--- config.mk ---
export PLATFORM = sky130hd
export DESIGN_NAME = cla_nibble_sequencer
export DESIGN_NICKNAME = d
export VERILOG_FILES = /design/src/rtl/cla_nibble_sequencer.sv
export SDC_FILE = /design/constraint.sdc
export NUM_CORES = 1
export LEC_CHECK = 0
export CAP_MARGIN = 5
export CORE_MARGIN = 5
export CORE_UTILIZATION = 51
export CTS_CLUSTER_SIZE = 28
export DETAILED_ROUTE_END_ITERATION = 8
export GPL_TIMING_DRIVEN = 0
export HOLD_SLACK_MARGIN = 0.15
export PLACE_DENSITY = 0.8
export REMOVE_ABC_BUFFERS = 1
export SYNTH_ARGS = -nofsm -noshare
export SYNTH_HDL_FRONTEND = slang
export SYNTH_SLANG_ARGS = --single-unit
--- constraint.sdc ---
create_clock -name clk -period 3.5 [get_ports clk]
set_input_delay 0.7 -clock clk [delete_from_list [all_inputs] [get_ports clk]]
set_output_delay 0.7 -clock clk [all_outputs]
set_load 0.01 [all_outputs]
--- src/rtl/cla_nibble_sequencer.sv ---
// cla_nibble_sequencer: multi-cycle add/subtract that time-shares one 4-bit
// carry-lookahead slice (sum-only) across NIBBLES nibbles, LSB first.
// The inter-nibble carry is kept in a register. The result is returned through
// a valid/ready handshake.
// Optional packed-BCD mode: define CLA_SEQ_BCD_EN. Leave it undefined for pure binary.
module cla_nibble_sequencer #(
    parameter int unsigned NIBBLES = 4
) (
    input  logic                   clk,
    input  logic                   reset_n,
    input  logic                   in_valid,
    output logic                   in_ready,
    input  logic                   op_sub,
    input  logic [4*NIBBLES-1:0]   a_in,
    input  logic [4*NIBBLES-1:0]   b_in,
    output logic                   out_valid,
    input  logic                   out_ready,
    output logic [4*NIBBLES-1:0]   result,
    output logic                   carry_out,
    output logic                   overflow,
    output logic                   busy
);

    localparam int unsigned W     = 4 * NIBBLES;
    localparam int unsigned IDX_W = (NIBBLES > 1) ? $clog2(NIBBLES) : 1;

    typedef enum logic [1:0] {
        S_IDLE = 2'd0,
        S_RUN  = 2'd1,
        S_HOLD = 2'd2
    } state_t;

    state_t             r_state;
    state_t             w_state_nxt;
    logic [W-1:0]       r_a;
    logic [W-1:0]       r_b;
    logic               r_carry;
    logic [IDX_W-1:0]   r_idx;
    logic [W-1:0]       w_b_lat;
    logic [3:0]         w_a_nib;
    logic [3:0]         w_b_nib;
    logic [3:0]         w_sum;
    logic               w_c3;
    logic               w_cout;
    logic               w_commit;
    logic               w_last;
    logic               w_accept;
    logic               w_step;
    logic               w_done;
    logic [3:0]         w_nib_res;
    logic               w_nib_cout;
    logic               w_nib_ovf;

`ifdef CLA_SEQ_BCD_EN
    logic               r_phase;
    logic [3:0]         r_bin_sum;
    logic               r_bin_cout;
    logic               w_adj;
`endif

    // Latch B as stored: true B for add, otherwise its complement.
    always_comb begin
        w_b_lat = b_in;
        if (op_sub) begin
`ifdef CLA_SEQ_BCD_EN
            for (int i = 0; i < int'(NIBBLES); i++) begin
                w_b_lat[4*i +: 4] = 4'(4'd9 - b_in[4*i +: 4]);
            end
`else
            w_b_lat = ~b_in;
`endif
        end
    end

    assign w_a_nib = r_a[{r_idx, 2'b00} +: 4];
    assign w_b_nib = r_b[{r_idx, 2'b00} +: 4];

    // Shared 4-bit carry-lookahead slice; only its sum leaves the block.
    always_comb begin
        logic [3:0] p;
        logic [3:0] g;
        logic [3:0] c;
        p    = w_a_nib ^ w_b_nib;
        g    = w_a_nib & w_b_nib;
        c[0] = r_carry;
        c[1] = g[0] | (p[0] & r_carry);
        c[2] = g[1] | (p[1] & g[0]) | (p[1] & p[0] & r_carry);
        c[3] = g[2] | (p[2] & g[1]) | (p[2] & p[1] & g[0]) | (p[2] & p[1] & p[0] & r_carry);
        w_sum = p ^ c;
    end

    // Rebuild the MSB carry-in and the carry-out from the sum and operand bits.
    assign w_c3   = w_sum[3] ^ w_a_nib[3] ^ w_b_nib[3];
    assign w_cout = (w_a_nib[3] & w_b_nib[3]) | (w_a_nib[3] & w_c3) | (w_b_nib[3] & w_c3);

`ifdef CLA_SEQ_BCD_EN
    assign w_commit   = r_phase;
    assign w_adj      = r_bin_cout | (r_bin_sum > 4'd9);
    assign w_nib_res  = w_adj ? 4'(r_bin_sum + 4'd6) : r_bin_sum;
    assign w_nib_cout = w_adj;
    assign w_nib_ovf  = 1'b0;
`else
    assign w_commit   = 1'b1;
    assign w_nib_res  = w_sum;
    assign w_nib_cout = w_cout;
    assign w_nib_ovf  = w_c3 ^ w_cout;
`endif

    assign w_last = (r_idx == IDX_W'(NIBBLES - 1));

    // State register.
    always_ff @(posedge clk or negedge reset_n) begin
        if (!reset_n) begin
            r_state <= S_IDLE;
        end else begin
            r_state <= w_state_nxt;
        end
    end

    // Next-state and step decode.
    always_comb begin
        w_state_nxt = r_state;
        w_accept    = 1'b0;
        w_step      = 1'b0;
        w_done      = 1'b0;
        case (r_state)
            S_IDLE: begin
                if (in_valid) begin
                    w_accept    = 1'b1;
                    w_state_nxt = S_RUN;
                end
            end
            S_RUN: begin
                if (w_commit) begin
                    w_step = 1'b1;
                    if (w_last) begin
                        w_done      = 1'b1;
                        w_state_nxt = S_HOLD;
                    end
                end
            end
            S_HOLD: begin
                if (out_ready) begin
                    w_state_nxt = S_IDLE;
                end
            end
            default: w_state_nxt = S_IDLE;
        endcase
    end

    // Operand capture, per-nibble accumulation and registered outputs.
    always_ff @(posedge clk or negedge reset_n) begin
        if (!reset_n) begin
            r_a        <= '0;
            r_b        <= '0;
            r_carry    <= 1'b0;
            r_idx      <= '0;
            result     <= '0;
            carry_out  <= 1'b0;
            overflow   <= 1'b0;
            in_ready   <= 1'b1;
            out_valid  <= 1'b0;
            busy       <= 1'b0;
`ifdef CLA_SEQ_BCD_EN
            r_phase    <= 1'b0;
            r_bin_sum  <= '0;
            r_bin_cout <= 1'b0;
`endif
        end else begin
            if (w_accept) begin
                r_a     <= a_in;
                r_b     <= w_b_lat;
                r_carry <= op_sub;
                r_idx   <= '0;
`ifdef CLA_SEQ_BCD_EN
                r_phase <= 1'b0;
`endif
            end
`ifdef CLA_SEQ_BCD_EN
            if (r_state == S_RUN && !r_phase) begin
                r_bin_sum  <= w_sum;
                r_bin_cout <= w_cout;
                r_phase    <= 1'b1;
            end
`endif
            if (w_step) begin
                result[{r_idx, 2'b00} +: 4] <= w_nib_res;
                r_carry <= w_nib_cout;
                r_idx   <= w_done ? '0 : IDX_W'(r_idx + IDX_W'(1));
`ifdef CLA_SEQ_BCD_EN
                r_phase <= 1'b0;
`endif
                if (w_done) begin
                    carry_out <= w_nib_cout;
                    overflow  <= w_nib_ovf;
                end
            end
            in_ready  <= (w_state_nxt == S_IDLE);
            out_valid <= (w_state_nxt == S_HOLD);
            busy      <= (w_state_nxt != S_IDLE);
        end
    end

endmodule

==> summary.md <==
| Metric | Value |
|---|---|
| Largest net degree at the start of global routing | `40` |
| CP top delay family | `flip-flops` |
| Worst-path clk slew | `0.06 ns` |
| GRT Overall Usage | `0.1647` |
| First-pass GRT wire length | `just over 9000 um` |
| Worst Slack Setup Final | `0.4831 ns` |
| Max Freq | `331.5 MHz` |
| Final Non-Filler Cells | `362` |
| Share of cells above drive strength 1 | `0.1541` |
| Post-DR vias/cell | `5.193` |
| Primary FF master, synth | `dfrtp_1` |
| Die ar. | `0.006925 mm^2` |
| Die height | `83.22 um` |
| Ant diodes | `0` |
| Hold crit path type | `primary input to asynchronous set/reset pin` |
| Nets@finish | `335` |
| Max-Cap Viols | `0` |
| Most used cell, CP | `o21ai_0` |
| Initial Utilization | `0.5285` |
| Ys async rst share | `1.000` |
| Setup Skew | `0.006260 ns` |
| Core Box Area | `between 0.005 and 0.006 mm^2` |
| Final setup fails | `0` |
| Most frequent cells in the layout | `dfrtp_1 (57), clkdlybuf4s50_1 (56), nor2_1 (22)` |
| Routed Antenna Nets | `0` |
| Placement Cell Area | `between 0.003 and 0.004 mm^2` |
| WP data required | `3.69 ns` |
| Placed cells | `347` |
| Max stage delay on crit path | `around 0.86 ns` |
| Leading cell type in the layout, fill and taps excluded | `dfrtp_1` |
| Synthesis Warnings | `0` |
| Netlist cell types | `32` |
| Pwr per Cell Area | `949.7 mW/mm^2` |
| DRT met1 WL | `about 2300 um` |
| Final instance area | `0.003562 mm^2` |
| DRC | `0` |
| Placement Setup Slack | `0.4505 ns` |
| Setup TNS | `0 ns` |
| Worst Path Buf+Inv | `0` |
| Overall Power | `between 3 and 4 mW` |
| Tcrit/Tclk final | `0.8620` |
| # port buffers | `57` |
| Slowest CP cell | `dfrtp_1` |
| Final RePlAce weighted congestion | `slightly below 0.8` |
| H-tree depth | `3` |
| Netlist Area Pre-Place | `around 0.0027 mm^2` |
| Final hold slack | `0.3056 ns` |
| Vias post-DR | `about 1900` |
| DR WL met2 | `2537 um` |
| RSZ-0062 raised after global routing | `no` |
| Avg Inst Size Synth | `around 12 um^2` |
| CP arrival | `3.20 ns` |
| Slew HR | `0.3852` |
| Number of synthesized flops with an enable pin | `0` |
| Die X | `roughly 83 um` |
| Root Buffer | `clkbuf_8` |
| Vias in the first global route | `approximately 1900` |
| Postcts setup bufs | `0` |
| CTS tree | `built` |
| Synthesized instance count | `~230` |
| Inserted Clock Buffers | `9` |
| Hold_buf cts | `0` |
| Top Metal Used | `met4` |
| Max VDD drop | `0.0005964 V` |
| Initial antenna violation count | `0` |
| Final wirelength | `5216 um` |
| Drt wl/cell | `roughly 14 um` |
| TritonRoute pass-1 iters | `4` |
| Area Growth Syn to Fin | `30.30%` |
| Register bit total from synthesis | `58` |
| Met3 WL | `about 280 um` |
| Status | `finished clean` |
| Worst setup EP type | `flop` |
| Min cycle time layout | `3.017 ns` |
| Type of origin of the critical path | `flop` |
| Clk_lat worst skew | `0.33 ns` |
| Worst-Margin Slew | `0.9203 ns` |
| Longest Clk Path Bufs | `2` |
| Crit-path cells | `mux4_2 -> ha_1 -> a21oi_1 -> o21ai_0 -> xnor2_1 -> o21ai_0` |
| Fin. Hold Viols | `0` |
| Final Max Slew Viols | `0` |
| Pleak | `roughly 1.5 nW` |
| Clock sinks | `58` |
| Rows | `26` |
| Grt ovf | `0` |
| Sequential-to-total area share from yosys stat | `0.5314` |
| Post_cts resized | `0` |
| Crit-path max FO | `16` |
| Core Util, Final | `0.6887` |
| Crit path kind | `flop to flop` |
| Initial drt markers | `108` |
| Hpwl dp | `3789 um` |
| Num ports | `58` |
==> layout make-up <==
type | count | area [um^2]
flip-flops and latches | 58 | 1453
clock buffers | 11 | 131.4
clock inverters | 4 | 20.02
well taps | 70 | 87.58
inverters | 4 | 15.01
repair buffers | 60 | 628.1
fillers | 385 | 1610
multi-input cells | 155 | 1227
==> path summary, 6_finish.rpt <==
path	from	slack (ns)	endpoint	cells after the start
hold / removal	reset_n	0.31	result[3]	1
hold reg to reg	result[3]	0.48	result[3]	2
max in group asynchronous	reset_n	2.64	r_idx[1]	2
setup reg to reg	r_idx[0]	0.48	result[7]	6
min in group clk	result[3]	0.48	result[3]	2
setup / recovery	r_idx[0]	0.48	result[7]	6
==> cells in the mapped netlist (2+ instances only) <==
cell,n,area share
dfrtp_1,57,0.52
clkbuf_1,3,0.0041
and4_1,2,0.0064
o31ai_1,2,0.0055
o21ai_0,10,0.018
inv_1,4,0.0055
nor2_1,22,0.030
nand4_1,3,0.0069
o21bai_1,3,0.0082
mux4_2,8,0.066
xor2_1,2,0.0064
buf_2,6,0.011
a21oi_1,18,0.033
mux2_2,17,0.070
ha_1,9,0.041
a22o_1,9,0.029
xnor2_1,18,0.058
nand2_1,20,0.027
==> metal layers <==
metal,up-vias,track usage
li1,925,-
met1,896,0.2071
met2,52,0.2682
met3,7,0.03762
met4,0,0.07875
met5,-,0
==> worst register-to-register path: stages (launching register included) <==
cell and delay [ns]:
dfrtp_1 0.86, mux4_2 0.64, ha_1 0.31, a21oi_1 0.17, o21ai_0 0.25, xnor2_1 0.46
o21ai_0 0.19
==> flip-flops by register name (all words and copies together) (netlist names), 2 cells and up <==
name	cells
r_idx	2
r_state	2
r_a	16
result	16
r_b	16
==> logic make-up after synthesis <==
logic type               Yosys count  share of synthesized area
AND/OR/NAND/NOR                   55                    0.09383
multiplexers                      26                     0.1396
buffers and inverters             14                    0.02197
adder cells (fa/ha/maj)           11                    0.05263
AO/OA/AOI/OAI                     43                    0.09657
XOR/XNOR                          20                    0.06407
flip-flops                        58                     0.5314
==> power breakdown <==
part           switching [mW]  total [mW]  internal, mW  leakage, nW
clock                   0.245       0.493         0.248       0.0827
sequential              0.216        1.18         0.964        0.703
combinational           0.873        1.71         0.837        0.704
total                    1.33        3.38          2.05         1.49
(Power assumes the default switching activity.)
